--- config.mk ---
export PLATFORM = sky130hd
export DESIGN_NAME = lsu
export DESIGN_NICKNAME = d
export VERILOG_FILES = /design/src/rtl/cpu_pkg.sv /design/src/rtl/lsu.sv
export SDC_FILE = /design/constraint.sdc
export NUM_CORES = 1
export LEC_CHECK = 0
export BUFFER_PORTS_ARGS = -buffer_cell sky130_fd_sc_hd__buf_4
export CORE_MARGIN = 2
export CORE_UTILIZATION = 47
export DETAILED_ROUTE_END_ITERATION = 7
export PLACE_DENSITY = 0.83
export SYNTH_ARGS = -nofsm -noshare
export SYNTH_HDL_FRONTEND = slang
export SYNTH_SLANG_ARGS = --single-unit
--- constraint.sdc ---
create_clock -name clk_i -period 2.7 [get_ports clk_i]
set_clock_uncertainty 0.2 [all_clocks]
set_input_delay 0.27 -clock clk_i [delete_from_list [all_inputs] [get_ports clk_i]]
set_output_delay 0.27 -clock clk_i [all_outputs]
set_load 0.05 [all_outputs]
--- src/rtl/cpu_pkg.sv ---
// Shared CPU definitions: opcode encoding common to the ALU and the LSU, plus
// the writes-register predicate reused by the hazard logic.
package cpu_pkg;

  localparam logic [3:0] OP_NOP  = 4'd0;
  localparam logic [3:0] OP_ADD  = 4'd1;
  localparam logic [3:0] OP_SUB  = 4'd2;
  localparam logic [3:0] OP_MUL  = 4'd3;
  localparam logic [3:0] OP_DIV  = 4'd4;
  localparam logic [3:0] OP_AND  = 4'd5;
  localparam logic [3:0] OP_OR   = 4'd6;
  localparam logic [3:0] OP_XOR  = 4'd7;
  localparam logic [3:0] OP_ADDI = 4'd8;
  localparam logic [3:0] OP_LW   = 4'd9;
  localparam logic [3:0] OP_SW   = 4'd10;
  localparam logic [3:0] OP_BEQ  = 4'd11;
  localparam logic [3:0] OP_BGT  = 4'd12;
  localparam logic [3:0] OP_BGE  = 4'd13;
  localparam logic [3:0] OP_JMP  = 4'd14;

  // Opcodes that produce a register result (before the rd != 0 qualification).
  function automatic logic writes_reg(input logic [3:0] op);
    logic w;
    case (op)
      OP_ADD, OP_SUB, OP_MUL, OP_DIV,
      OP_AND, OP_OR, OP_XOR, OP_ADDI, OP_LW: w = 1'b1;
      default:                               w = 1'b0;
    endcase
    return w;
  endfunction

  function automatic logic is_mem_op(input logic [3:0] op);
    return (op == OP_LW) || (op == OP_SW);
  endfunction

endpackage

--- src/rtl/lsu.sv ---
// Load/store unit: single FSM that issues one memory request per LW/SW and
// retires every accepted instruction exactly once through the writeback port.
module lsu
  import cpu_pkg::*;
#(
  parameter int DATAWIDTH    = 32,
  parameter int REGADDRWIDTH = 5
) (
  input  logic                    clk_i,
  input  logic                    rst_ni,
  input  logic                    valid_i,
  output logic                    ready_o,
  input  logic [3:0]              opcode_i,
  input  logic [DATAWIDTH-1:0]    alu_out_i,
  input  logic [DATAWIDTH-1:0]    store_data_i,
  input  logic [REGADDRWIDTH-1:0] rd_i,
  output logic                    mem_req_o,
  output logic                    mem_we_o,
  output logic [DATAWIDTH-1:0]    mem_addr_o,
  output logic [DATAWIDTH-1:0]    mem_wdata_o,
  input  logic                    mem_gnt_i,
  input  logic                    mem_rvalid_i,
  input  logic [DATAWIDTH-1:0]    mem_rdata_i,
  output logic                    wb_valid_o,
  output logic                    wb_we_o,
  output logic [REGADDRWIDTH-1:0] wb_rd_o,
  output logic [DATAWIDTH-1:0]    wb_data_o
);

  typedef enum logic [1:0] {IDLE, REQ, WAIT, RETIRE} lsu_state_e;

  lsu_state_e              state_q, state_d;
  logic [DATAWIDTH-1:0]    addr_q, addr_d;
  logic [DATAWIDTH-1:0]    wdata_q, wdata_d;
  logic                    store_q, store_d;
  logic                    wr_q, wr_d;
  logic [REGADDRWIDTH-1:0] rd_q, rd_d;
  logic [REGADDRWIDTH-1:0] wb_rd_q, wb_rd_d;
  logic [DATAWIDTH-1:0]    wb_data_q, wb_data_d;

  // Next-state and capture logic; wb_rd/wb_data only change when entering RETIRE.
  always_comb begin
    state_d   = state_q;
    addr_d    = addr_q;
    wdata_d   = wdata_q;
    store_d   = store_q;
    wr_d      = wr_q;
    rd_d      = rd_q;
    wb_rd_d   = wb_rd_q;
    wb_data_d = wb_data_q;
    case (state_q)
      IDLE: begin
        if (valid_i) begin
          wr_d = writes_reg(opcode_i) && (rd_i != '0);
          if (is_mem_op(opcode_i)) begin
            state_d = REQ;
            addr_d  = {alu_out_i[DATAWIDTH-1:2], 2'b00};
            wdata_d = store_data_i;
            store_d = (opcode_i == OP_SW);
            rd_d    = rd_i;
          end else begin
            state_d   = RETIRE;
            wb_rd_d   = rd_i;
            wb_data_d = alu_out_i;
          end
        end else begin
          state_d = IDLE;
        end
      end
      REQ: begin
        if (mem_gnt_i) begin
          if (store_q) begin
            state_d   = RETIRE;
            wb_rd_d   = rd_q;
            wb_data_d = '0;
          end else begin
            state_d = WAIT;
          end
        end else begin
          state_d = REQ;
        end
      end
      WAIT: begin
        if (mem_rvalid_i) begin
          state_d   = RETIRE;
          wb_rd_d   = rd_q;
          wb_data_d = mem_rdata_i;
        end else begin
          state_d = WAIT;
        end
      end
      RETIRE:  state_d = IDLE;
      default: state_d = IDLE;
    endcase
  end

  // State and capture registers; reset returns to IDLE from any state.
  always_ff @(posedge clk_i or negedge rst_ni) begin
    if (!rst_ni) begin
      state_q   <= IDLE;
      addr_q    <= '0;
      wdata_q   <= '0;
      store_q   <= 1'b0;
      wr_q      <= 1'b0;
      rd_q      <= '0;
      wb_rd_q   <= '0;
      wb_data_q <= '0;
    end else begin
      state_q   <= state_d;
      addr_q    <= addr_d;
      wdata_q   <= wdata_d;
      store_q   <= store_d;
      wr_q      <= wr_d;
      rd_q      <= rd_d;
      wb_rd_q   <= wb_rd_d;
      wb_data_q <= wb_data_d;
    end
  end

  assign ready_o     = (state_q == IDLE);
  assign mem_req_o   = (state_q == REQ);
  assign mem_we_o    = (state_q == REQ) && store_q;
  assign mem_addr_o  = addr_q;
  assign mem_wdata_o = wdata_q;
  assign wb_valid_o  = (state_q == RETIRE);
  assign wb_we_o     = (state_q == RETIRE) && wr_q;
  assign wb_rd_o     = wb_rd_q;
  assign wb_data_o   = wb_data_q;

endmodule
==> flow_metrics.env <==
export IMPL_layout_cell_area_non_filler_sq_um=7540
export IMPL_critPathCaptureType="register"
export IMPL_grt_first_pass_wirelength_mm=22.9
export IMPL_syn_inst=387
export IMPL_grt_overflow_total=0
export IMPL_antenna_left=0
export IMPL_placed_cell_area_sq_um=6530
export IMPL_synthesis_area_sq_um=4850
export IMPL_endpoint_of_the_worst_slack_reg_to_reg_timing_path="mem_wdata_o[25]"
export IMPL_start_util_pct=47.6
export IMPL_gp_congestion=0.828
export IMPL_synth_top_area_share_pct=55.7
export IMPL_timing_final_setup_violations=0
export IMPL_drc_errors=0
export IMPL_dieWidth_microns=106
export IMPL_critical_path_peak_fanout=30
export IMPL_vias=4212
export IMPL_cts_clk_slew_worst_paths_ns=0.10
export IMPL_fp_coreArea_sq_um=10200
export IMPL_first_global_vias=4507
export IMPL_min_period_ns=2.40
export IMPL_ff2ff_path_depth=6
export IMPL_yosys_register_bits=108
export IMPL_routed_wirelength_mm=14.4
export IMPL_global_route_usage_over_all_layers_pct=25.9
export IMPL_synth_distinct_cells=30
export IMPL_first_pass_iters=4
export IMPL_cts_tree="done"
export IMPL_final_tns_setup_ns=0
export IMPL_max_slew_margin_pct=53.8
export IMPL_route_detailed_wl_per_inst_microns=17.7
export IMPL_grt_met3_usage_pct=4.39
export IMPL_yosys_top_cell_by_area="sky130_fd_sc_hd__dfrtp_1"
export IMPL_layout_drive_gt1_share_pct=45.3
export IMPL_placement_io_buffers=213
export IMPL_finalWorstSetupSlack_ns=0.297
export IMPL_flow_area_growth_from_synthesis_pct=55.3
export IMPL_maxSlewViolCount=0
export IMPL_worst_endpoint_required_ns=2.73
export IMPL_num_nets_final=788
export IMPL_timing_critical_path_slowest_cell_delay_ns=0.47
export IMPL_hold_path_startpoint="mem_rdata_i[14]"
export IMPL_grt_met1_usage_pct=31.1
export IMPL_power_density_cell_area_nw_per_um2=1440
export IMPL_die_area_sq_um=11200
export IMPL_critical_path_top_delay_family="simple AND/OR/NAND/NOR gates"
export IMPL_final_hold_worst_slack_ns=0.0203
export IMPL_leakage_nw=3.57
export IMPL_sinks_on_clock_net=108
export IMPL_htree_num_levels=3
export IMPL_cts_inserted_buffers=9
export IMPL_cts_repair_resized=0
export IMPL_grt_util_met2_pct=47.1
export IMPL_hold_buffers=80
export IMPL_outcome="finished clean"
export IMPL_num_rows=37
export IMPL_antennaDiodeCount=0
export IMPL_max_cap_viol_count=0
export IMPL_critical_path_class="reg -> reg"
export IMPL_post_place_setup_slack_ns=0.312
export IMPL_tightest_slew_ns=0.694
export IMPL_seq_area_frac_synth_pct=55.7
export IMPL_ys_warn_count=0
export IMPL_final_hold_viol_count=0
export IMPL_max_freq_ghz=0.416
export IMPL_crit_chain="inv_1 > ha_1 > nand2_1 > and3b_4 > buf_12 > mux2_2"
export IMPL_worst_hold_path_type="in -> reg"
export IMPL_ios=216
export IMPL_number_of_buffers_on_the_longest_clock_path=2
export IMPL_cp_slowest_cell="sky130_fd_sc_hd__and3b_4"
export IMPL_avgSynthCellArea_sq_um=12.5
export IMPL_cts_root_buf="sky130_fd_sc_hd__clkbuf_8"
export IMPL_detailedRoute_firstIterationViolations=135
export IMPL_total_power_draw_w=0.0108
export IMPL_ys_top_cells_by_area="sky130_fd_sc_hd__dfrtp_1 56%, sky130_fd_sc_hd__a21oi_1 11%, sky130_fd_sc_hd__mux2_4 9.3%, sky130_fd_sc_hd__mux2_2 8.6%, sky130_fd_sc_hd__nor2b_1 4.4%"
export IMPL_worst_hold_path_num_cells=3
export IMPL_timing_rr_start="state_q[0]"
export IMPL_grt_most_used_layer="met2"
export IMPL_critPathBufInv=2
export IMPL_critical_path_data_arrival_time_ns=2.44
export IMPL_die_y_microns=106
export IMPL_terminating_pin_of_the_worst_hold_path="wb_data_o[14]"
export IMPL_setup_repair_after_global_routing_missed_its_margin="no"
export IMPL_vdd_ir_drop_worst_mv=0.791
export IMPL_critPathLaunchType="register"
export IMPL_via_per_inst=5.18
export IMPL_worst_skew_pair_late_latency_ns=0.35
export IMPL_grt_max_degree=57
export IMPL_fillers=645
export IMPL_layout_worst_path_cycle_share_pct=89.0
export IMPL_cts_setup_buffers=0
export IMPL_timing_reg2reg_setup_slack_ns=0.30
export IMPL_hpwl_mm=9.23
export IMPL_grt_antenna_before_repair=0
flip-flops by register name (all words and copies together) (netlist names):
name / flops
mem_addr_o: 30
mem_wdata_o: 32
rd_q: 5
state_q: 2
store_q: 1
wb_data_o: 32
wb_rd_o: 5
wr_q: 1
worst max path at each step:
stage / start / slack (ns) / cells past startpoint / endpoint
2_1_floorplan: state_q[0] / 0.30 / 8 / mem_addr_o[10]
3_3_place_gp: state_q[0] / 0.39 / 6 / mem_wdata_o[28]
3_5_place_dp: state_q[0] / 0.31 / 6 / mem_wdata_o[25]
4_1_cts: state_q[0] / 0.30 / 6 / mem_wdata_o[25]
5_1_grt: state_q[1] / 0.20 / 6 / mem_wdata_o[30]
6_report: state_q[0] / 0.30 / 6 / mem_wdata_o[25]
cells in the mapped netlist:
master	number
sky130_fd_sc_hd__ha_1	5
sky130_fd_sc_hd__mux2_2	37
sky130_fd_sc_hd__and2_1	4
sky130_fd_sc_hd__nand2_1	3
sky130_fd_sc_hd__nand2b_1	1
sky130_fd_sc_hd__nor2_1	1
sky130_fd_sc_hd__buf_12	4
sky130_fd_sc_hd__dfrtp_1	108
sky130_fd_sc_hd__mux2_4	30
sky130_fd_sc_hd__a41oi_1	1
sky130_fd_sc_hd__a31oi_1	1
sky130_fd_sc_hd__a21boi_1	1
sky130_fd_sc_hd__o21ai_0	3
sky130_fd_sc_hd__buf_6	1
sky130_fd_sc_hd__nand4_1	1
sky130_fd_sc_hd__mux2i_1	5
sky130_fd_sc_hd__and3b_1	1
sky130_fd_sc_hd__nor2b_1	34
sky130_fd_sc_hd__or4_1	2
sky130_fd_sc_hd__nand3_1	1
sky130_fd_sc_hd__conb_1	1
sky130_fd_sc_hd__o211ai_1	1
sky130_fd_sc_hd__buf_2	3
sky130_fd_sc_hd__inv_1	4
sky130_fd_sc_hd__a2111oi_2	1
sky130_fd_sc_hd__buf_4	12
sky130_fd_sc_hd__xor2_1	1
sky130_fd_sc_hd__a221oi_1	1
sky130_fd_sc_hd__a21oi_1	109
sky130_fd_sc_hd__clkbuf_1	10
final cells by class:
| class | instances | area, sq um | share of cell area, % |
|---|---|---|---|
| multi-input combinational | 246 | 1930 | 25.6 |
| tap | 136 | 170 | 2.26 |
| clock inverter | 1 | 30.0 | 0.398 |
| clock buffer | 14 | 173 | 2.29 |
| timing repair buffer | 304 | 2520 | 33.4 |
| inverter | 4 | 15.0 | 0.199 |
| sequential | 108 | 2700 | 35.9 |
routing by layer:
layer | part of all wire, % | vias to the layer above
li1 | - | 1922
met1 | 40 | 2088
met2 | 52 | 171
met3 | 5.2 | 31
met4 | 2.4 | 0
met5 | 0 | -
placed cells by master (no fill, tap or decap), types with 5 or more instances in the layout:
cell / n
sky130_fd_sc_hd__a21oi_1: 109
sky130_fd_sc_hd__dfrtp_1: 108
sky130_fd_sc_hd__ha_1: 5
sky130_fd_sc_hd__dlygate4sd3_1: 80
sky130_fd_sc_hd__nor2b_1: 34
sky130_fd_sc_hd__buf_4: 221
sky130_fd_sc_hd__mux2i_1: 5
sky130_fd_sc_hd__clkbuf_8: 12
sky130_fd_sc_hd__mux2_2: 37
sky130_fd_sc_hd__mux2_4: 30
power breakdown:
group	internal, W	switching (W)
clock network	0.000503	0.000510
logic	0.00231	0.00455
registers	0.00246	0.000499
tightest hold or removal path, cell delays in order:
cell and delay [ns]:
sky130_fd_sc_hd__buf_4 0.08, sky130_fd_sc_hd__a21oi_1 0.05, sky130_fd_sc_hd__a21oi_1 0.13
metrics by stage:
| step | std cells | utilization, % |
|---|---|---|
| 2_1_floorplan | 388 | - |
| 3_3_place_gp | 718 | 64.1 |
| 3_5_place_dp | 718 | 64.1 |
| 4_1_cts | 813 | 74.0 |
| 5_1_grt | 813 | 74.0 |
| 6_report | 813 | 74.0 |
kinds of logic (layout without fill, tap and decap cells):
group / Yosys count / after routing / share of synthesized area (%)
muxes: 72 / 72 / 18.9
xor gates and xnor gates: 1 / 1 / 0.181
buffers and inverters: 34 / 323 / 5.13
DFF: 108 / 108 / 55.7
and+or+nand+nor: 48 / 48 / 6.06
other: 1 / 2 / 0.0773
adders and majority gates: 5 / 5 / 1.29
AOI/OAI and AO/OA: 118 / 118 / 12.7
(Power assumes the default switching activity.)
